File: src/rtl/register_file_pkg.sv
`default_nettype none
// ============================================================================
//  Module      : register_file_pkg
//  Description : Shared encodings for the context-switching register file:
//                ctx_op commands, sequencer state codes, copy direction.
//  Revision    : 1.0 - initial release
// ============================================================================
package register_file_pkg;

    // Context operation commands carried on ctx_op
    localparam logic [1:0] CTX_NOP     = 2'b00;
    localparam logic [1:0] CTX_SAVE    = 2'b01;
    localparam logic [1:0] CTX_RESTORE = 2'b10;

    // Sequencer states
    localparam logic [1:0] ST_IDLE    = 2'd0;
    localparam logic [1:0] ST_SAVE    = 2'd1;
    localparam logic [1:0] ST_RESTORE = 2'd2;
    localparam logic [1:0] ST_DONE    = 2'd3;

    // Copy direction between the banks
    localparam logic COPY_DIR_SAVE    = 1'b0;   // main   -> shadow
    localparam logic COPY_DIR_RESTORE = 1'b1;   // shadow -> main

endpackage
`default_nettype wire

File: src/rtl/ctx_sequencer.sv
`default_nettype none
// ============================================================================
//  Module      : ctx_sequencer
//  Description : Save/restore sequencer. Walks an index over every register
//                one per cycle, then emits a single-cycle done pulse.
//  Revision    : 1.0 - initial release
// ============================================================================
module ctx_sequencer
    import register_file_pkg::*;
#(
    parameter int NUM_REGS = 8,
    parameter int AW       = $clog2(NUM_REGS)
) (
    input  logic          clk,
    input  logic          rst,        // asynchronous, active-low
    input  logic          ctx_req,
    input  logic [1:0]    ctx_op,
    output logic          ctx_busy,
    output logic          ctx_done,
    output logic          copy_en,
    output logic          copy_dir,
    output logic [AW-1:0] copy_idx
);

    localparam logic [AW-1:0] LAST_IDX = AW'(NUM_REGS - 1);

    logic [1:0]    state_q, state_d;
    logic [AW-1:0] idx_q,   idx_d;

    // Next-state and index logic; requests are only looked at in IDLE
    always_comb begin
        state_d = state_q;
        idx_d   = idx_q;
        case (state_q)
            ST_IDLE: begin
                idx_d = '0;
                if (ctx_req) begin
                    case (ctx_op)
                        CTX_SAVE:    state_d = ST_SAVE;
                        CTX_RESTORE: state_d = ST_RESTORE;
                        CTX_NOP:     state_d = ST_IDLE;
                        default:     state_d = ST_IDLE;
                    endcase
                end
            end
            ST_SAVE, ST_RESTORE: begin
                if (idx_q == LAST_IDX) begin
                    state_d = ST_DONE;
                    idx_d   = '0;
                end else begin
                    idx_d = idx_q + 1'b1;
                end
            end
            ST_DONE: begin
                state_d = ST_IDLE;
                idx_d   = '0;
            end
            default: begin
                state_d = ST_IDLE;
                idx_d   = '0;
            end
        endcase
    end

    // State and index registers, cleared asynchronously
    always_ff @(posedge clk or negedge rst) begin
        if (!rst) begin
            state_q <= ST_IDLE;
            idx_q   <= '0;
        end else begin
            state_q <= state_d;
            idx_q   <= idx_d;
        end
    end

    // Status and copy controls decoded straight from the state
    always_comb begin
        ctx_busy = (state_q == ST_SAVE) || (state_q == ST_RESTORE);
        ctx_done = (state_q == ST_DONE);
        copy_en  = ctx_busy;
        copy_dir = (state_q == ST_RESTORE) ? COPY_DIR_RESTORE : COPY_DIR_SAVE;
        copy_idx = idx_q;
    end

endmodule
`default_nettype wire

File: src/rtl/register_file_ctx.sv
`default_nettype none
// ============================================================================
//  Module      : register_file_ctx
//  Description : Two-read/one-write register file with a shadow bank and
//                a sequenced save/restore of the full context.
//                Define RF_BYPASS_EN to forward same-cycle write data to
//                matching reads.
//  Revision    : 1.0 - initial release
// ============================================================================
module register_file_ctx
    import register_file_pkg::*;
#(
    parameter  int DATA_W   = 16,
    parameter  int NUM_REGS = 8,
    localparam int AW       = $clog2(NUM_REGS)
) (
    input  logic              clk,
    input  logic              rst,        // asynchronous, active-low
    input  logic              wr_en,
    input  logic [AW-1:0]     wr_addr,
    input  logic [DATA_W-1:0] wr_data,
    input  logic              rd_en_a,
    input  logic [AW-1:0]     rd_addr_a,
    input  logic              rd_en_b,
    input  logic [AW-1:0]     rd_addr_b,
    output logic [DATA_W-1:0] rd_data_a,
    output logic [DATA_W-1:0] rd_data_b,
    input  logic [1:0]        ctx_op,
    input  logic              ctx_req,
    output logic              ctx_busy,
    output logic              ctx_done
);

    logic [DATA_W-1:0] main_q   [NUM_REGS];
    logic [DATA_W-1:0] main_d   [NUM_REGS];
    logic [DATA_W-1:0] shadow_q [NUM_REGS];
    logic [DATA_W-1:0] shadow_d [NUM_REGS];

    logic          copy_en;
    logic          copy_dir;
    logic [AW-1:0] copy_idx;
    logic          wr_accept;

    ctx_sequencer #(
        .NUM_REGS (NUM_REGS),
        .AW       (AW)
    ) u_seq (
        .clk      (clk),
        .rst      (rst),
        .ctx_req  (ctx_req),
        .ctx_op   (ctx_op),
        .ctx_busy (ctx_busy),
        .ctx_done (ctx_done),
        .copy_en  (copy_en),
        .copy_dir (copy_dir),
        .copy_idx (copy_idx)
    );

    // Host writes are discarded while a context copy owns the banks
    assign wr_accept = wr_en && !ctx_busy;

    // Bank update: one copy slot per cycle, or a host write when idle
    always_comb begin
        main_d   = main_q;
        shadow_d = shadow_q;
        if (copy_en) begin
            if (copy_dir == COPY_DIR_RESTORE) begin
                main_d[copy_idx] = shadow_q[copy_idx];
            end else begin
                shadow_d[copy_idx] = main_q[copy_idx];
            end
        end else if (wr_accept) begin
            main_d[wr_addr] = wr_data;
        end
    end

    // Both banks clear asynchronously
    always_ff @(posedge clk or negedge rst) begin
        if (!rst) begin
            for (int i = 0; i < NUM_REGS; i++) begin
                main_q[i]   <= '0;
                shadow_q[i] <= '0;
            end
        end else begin
            main_q   <= main_d;
            shadow_q <= shadow_d;
        end
    end

    // Combinational read ports; reset forces zero even with forwarding on
    always_comb begin
        rd_data_a = '0;
        rd_data_b = '0;
        if (rst) begin
            if (rd_en_a) rd_data_a = main_q[rd_addr_a];
            if (rd_en_b) rd_data_b = main_q[rd_addr_b];
`ifdef RF_BYPASS_EN
            if (rd_en_a && wr_accept && (rd_addr_a == wr_addr)) rd_data_a = wr_data;
            if (rd_en_b && wr_accept && (rd_addr_b == wr_addr)) rd_data_b = wr_data;
`endif
        end
    end

endmodule
`default_nettype wire

File: config.mk
export PLATFORM = sky130hd
export DESIGN_NAME = register_file_ctx
export DESIGN_NICKNAME = d
export VERILOG_FILES = /design/src/rtl/register_file_pkg.sv /design/src/rtl/ctx_sequencer.sv /design/src/rtl/register_file_ctx.sv
export SDC_FILE = /design/constraint.sdc
export NUM_CORES = 1
export LEC_CHECK = 0
export ABC_AREA = 1
export CAP_MARGIN = 20
export CORE_MARGIN = 2
export CORE_UTILIZATION = 50
export CTS_BUF_LIST = sky130_fd_sc_hd__clkbuf_8 sky130_fd_sc_hd__clkbuf_16
export DETAILED_ROUTE_END_ITERATION = 12
export MAX_ROUTING_LAYER = met4
export PLACE_DENSITY = 0.68
export RECOVER_POWER = 50
export SKIP_CTS_REPAIR_TIMING = 1
export SYNTH_ARGS = -nofsm -noshare
export SYNTH_HDL_FRONTEND = slang
export SYNTH_HIERARCHICAL = 1
export SYNTH_SLANG_ARGS = --single-unit
File: constraint.sdc
create_clock -name clk -period 5.26 [get_ports clk]
set_input_delay 1.052 -clock clk [delete_from_list [all_inputs] [get_ports clk]]
set_output_delay 1.052 -clock clk [all_outputs]
set_load 0.01 [all_outputs]
# After elaboration in Yosys (flattened, before gate mapping)
# Cells that the tools add are included.
[word_totals]
register_bits = 261
wordCells = 84
[classes]
reduce_logical = 12
n_addsub = 1
n_lt_le_gt_ge = 6
bitwise_logic = 5
n_mux = 33
n_eq_ne = 9
[op_table]
columns = ["op", "count"]
rows = [
  ["$bwmux W128", 3],
  ["$mux W128", 3],
  ["$mux W16", 14],
  ["$bmux W16 S3", 4],
  ["$demux W16 S3", 2],
  ["$ge A4 B4 Y1 const B", 4],
  ["$not A3 Y4", 4],
  ["$lt A4 B1 Y1 const B", 2],
  ["$eq A2 B2 Y1 const B", 3],
  ["$pmux W2 S3", 1],
  ["$pmux W3 S2", 1],
  ["$reduce_and A2 Y1", 3],
  ["$eq A2 B1 Y1 const B", 2],
  ["$mux W2", 2],
  ["$ne A2 B1 Y1 const B", 2],
  ["$pmux W2 S2", 1],
  ["$reduce_or A2 Y1", 2],
  ["$add A3 B1 Y3 const B", 1],
  ["$eq A3 B3 Y1 const B", 1],
  ["$logic_and A1 B1 Y1", 3],
  ["$mux W3", 1],
  ["$logic_not A2 Y1", 1],
  ["$ne A2 B2 Y1 const B", 1],
  ["$reduce_bool A2 Y1", 1],
  ["4 further kinds", 4],
]

# Logic depth before layout (Yosys ltp)
[logic_depth]
word_depth = 8
depth_mapped = 13

# Modules after synthesis
# The synthesis kept the hierarchy.
[by_module_without_submodules]
columns = ["mod", "instances", "area_per_inst_um2", "seq_area_each_um2", "cells_per_inst"]
rows = [
  ["register_file_ctx", 1, 15590.0, 6406.1, 2402],
  ["ctx_sequencer", 1, 304.0, 125.1, 38],
]

# Least setup slack after synthesis
# No wires, ideal clock.
[synth_path]
kind = "input -> output"
startpoint = "in rd_addr_a[0]"
endpoint = "out rd_data_a[5]"
cell_stages = 7
path_buffers = 3
arrival_time_ns = 2.106
setup_slack_ns = 2.102
cell_sequence = "clkbuf_1 buf_2 buf_2 o211ai_1 nand3_1 nand2_1 nor2_1"
[synth_between]
elab_chain_cells = 6
[synth_lines]
columns = ["item", "line_no", "rtl"]
rows = [
  ["start, declared", "register_file_ctx.sv:23", "input logic [AW-1:0] rd_addr_a,"],
  ["$not A3 Y4 (not written as such)", "register_file_ctx.sv:95", "if (rd_en_a) rd_data_a = main_q[rd_addr_a];"],
  ["$bmux W16 S3", "register_file_ctx.sv:95", ""],
  ["$mux W16 (not written as such) (2 in a row)", "register_file_ctx.sv:95", ""],
  ["$mux W16", "register_file_ctx.sv:95", ""],
  ["$mux W16", "register_file_ctx.sv:94", "if (rst) begin"],
  ["end, declared", "register_file_ctx.sv:26", "output logic [DATA_W-1:0] rd_data_a,"],
]
# Every way passes these cells. The select of a mux whose other input is x is not followed.

# Worst setup path in the final report
# Ends and elaborated chain as after synthesis.

==> impl_metrics.tcl <==
set metrics [dict create \
    run_status "finished, violations left" \
    violations "capacitance limit, slew limit" \
    die_w_um 182 \
    grt_antenna_before_repair 0 \
    drive_gt1_share_pct 5.43 \
    fmaxAchievable_ghz 0.252 \
    cp-start-kind "primary input" \
    grtUsageTotal_pct 37.0 \
    io_buffers 66 \
    synthFlopType "dfrtp_1" \
    use_met3_pct 6.84 \
    place.detailed.hpwl_um 41400 \
    p_sw_share_pct 47.5 \
    p_clk_share_pct 24.9 \
    clk_pin_slew_ps 70 \
    hold_class "in2async" \
    setup_viol 0 \
    dieHeight_um 182 \
    synth.avg_cell_area_um2 6.51 \
    switchingPower_mw 4.12 \
    maxSlewViolCount 106 \
    root_buffer "clkbuf_16" \
    antenna_left 0 \
    cp-end-kind "primary output" \
    cts_tree "done" \
    combPwrFrac_pct 38.6 \
    post-route-drc-count 0 \
    ys_seq_elements 261 \
    finalCritPeriodShare_pct 75.3 \
    synth_edf_count 0 \
    clock_latency_ps 570 \
    areaGrowthSynthToFinish_pct 10.7 \
    worst_ep_arrival_time_ps 2910 \
    num-fill-cells 3127 \
    path_max_fanout 74 \
    yosys-top-cells-area "dfrtp_1 41%, nand2_1 32%, nand3_1 5.3%" \
    fin_crit_ps 3960 \
    grt-busiest-layer "met1" \
    gp_congestion 0.997 \
    ios 67 \
    hold_viol 0 \
    grt_first_pass_wirelength_um 90900 \
    fin_setup_tns_ps 0 \
    gr-total-overflow 0 \
    syn_area_um2 15900 \
    regArea_um2 6530 \
    p_total_mw 8.67 \
    met1_usage_pct 55.1 \
    ys_seq_area_share_pct 41.1 \
    syn_inst 2440 \
    async_flop_share_pct 100 \
    dieArea_um2 33200 \
    criticalPathCategory "in2out" \
    grtUsageMet2_pct 49.4 \
    yosysMostFrequentCell "nand2_1" \
    critPathRequiredTime_ps 4210 \
    clock-sinks 261 \
    dpl_cell_area_um2 16500 \
    h-tree-depth 1 \
    yosys_warnings 6 \
    final_cell_area_um2 17600 \
    antenna_cells 0 \
    drtPass1Iterations 6 \
    cts_made_buffers 29 \
    routed_wl_um 59400 \
    yosysUniqueCellTypes 25 \
    first_global_vias 14588 \
    syn_nets 2478 \
    max_cap_violations 2 \
    netlist.area_leader.share_pct 41.1 \
    power_leakage_nw 9.45 \
    p_per_area_nw_per_um2 493 \
    p_int_mw 4.55 \
    core_um2 31400 \
    worst_pin_slew_ps 1860 \
    final_nets 2444 \
    slew_headroom_pct -24.2 \
    drt_iter0_markers 2518 \
    grt_setup_unrepaired "no" \
    cts.path.max_buffers 3 \
    instances_no_fill 2831 \
    vias 16468 \
    seqPwrFrac_pct 36.6 \
    synth.largest_area_cell "dfrtp_1" \
    placed_cells 2775 \
    grt_max_degree 156 \
    initial_utilization_pct 50.6 \
    via_per_inst 5.82 \
    peakVddDrop_mv 0.425 \
    multi_input_area_um2 8200 \
    row_count 65 \
    synth_commonest_cells "1344 x nand2_1, 261 x dfrtp_1, 168 x nand3_1, 128 x o21ai_0, 97 x inv_1" \
    wl_per_cell_um 21.0 \
    finalClockSkew_ps 23.5 \
]
-- sequential cells by signal (all words and copies together), names as in the netlist --
name / cells
main_q: 128
shadow_q: 128
u_seq/copy_idx: 3
u_seq/state_q: 2
-- final timing paths --
check,depth (start not counted),slack (ps),endpoint,from
min in group clk,2,480,shadow_q[16]$_DFFE_PN0P_,shadow_q[16]$_DFFE_PN0P_
hold reg to reg,2,480,shadow_q[16]$_DFFE_PN0P_,shadow_q[16]$_DFFE_PN0P_
hold / removal,1,370,main_q[84]$_DFFE_PN0P_,rst
max in group asynchronous,2,2740,shadow_q[48]$_DFFE_PN0P_,rst
setup / recovery,7,1300,rd_data_a[5],rd_addr_a[0]
setup reg to reg,7,2050,shadow_q[23]$_DFFE_PN0P_,u_seq/copy_idx[1]$_DFF_PN0_
-- placed cells by master (no fill, tap or decap) --
cell type	count
clkbuf_1	1
nor2_1	68
inv_2	18
buf_2	2
ha_1	4
ha_4	1
buf_12	4
nor2_4	17
clkdlybuf4s50_1	61
clkbuf_8	11
nand2_2	12
nor2_2	1
clkinvlp_4	1
buf_8	1
o211ai_1	64
dfrtp_1	260
dfrtp_2	1
clkinv_2	4
o21ai_0	128
clkbuf_16	29
a21oi_1	64
nor3_2	2
inv_4	3
nand3_1	168
bufinv_16	3
buf_16	2
o22ai_1	32
inv_1	100
nand2_4	2
clkbuf_2	1
buf_4	12
inv_6	2
inv_8	1
nand2_1	1346
o21ai_1	1
o21ai_2	2
-- power by group through the flow --
stage	clock (mW)	combinational [mW]	sequential (mW)
after CTS	2.17	3.26	3.12
after global placement	0	3.21	3.15
final	2.16	3.34	3.17
after floorplan	0	2.28	2.80
after global routing	2.25	3.62	3.19
after detailed placement	0	3.25	3.15
-- critical path: stages --
cell             delay, ps
buf_4                  520
buf_12                 300
o211ai_1               130
nand2_1                140
nor2_1                  50
nor2_1                 120
clkdlybuf4s50_1        550
-- cell families after synthesis --
family	share of synthesized area (%)
AOI/OAI and AO/OA	10.5
adders and majority gates	0.394
buffers and inverters	7.34
and+or+nand+nor	40.7
DFF	41.1
-- layout make-up --
type	count	area share [%]
well taps	402	2.86
inverters	118	2.59
multi-input cells	1912	46.6
clock buffers	40	4.99
repair buffers	84	4.94
flip-flops and latches	261	37.1
clock inverters	14	0.868
-- per-stage QoR --
step | setup WS (ps) | util (%) | hold WS, ps
floorplan | 2100 | - | 429
global placement | 1070 | 52.6 | 463
detailed placement | 1060 | 52.6 | 466
CTS | 1050 | 55.9 | 383
global route | 1170 | 56.0 | 387
finish | 1300 | 56.0 | 367
-- metal layers --
metal / up-vias / part of all wire (%)
li1: 7621 / -
met1: 7724 / 44
met2: 1007 / 40
met3: 116 / 12
met4: 0 / 4.7
met5: - / 0
(Power assumes the default switching activity.)
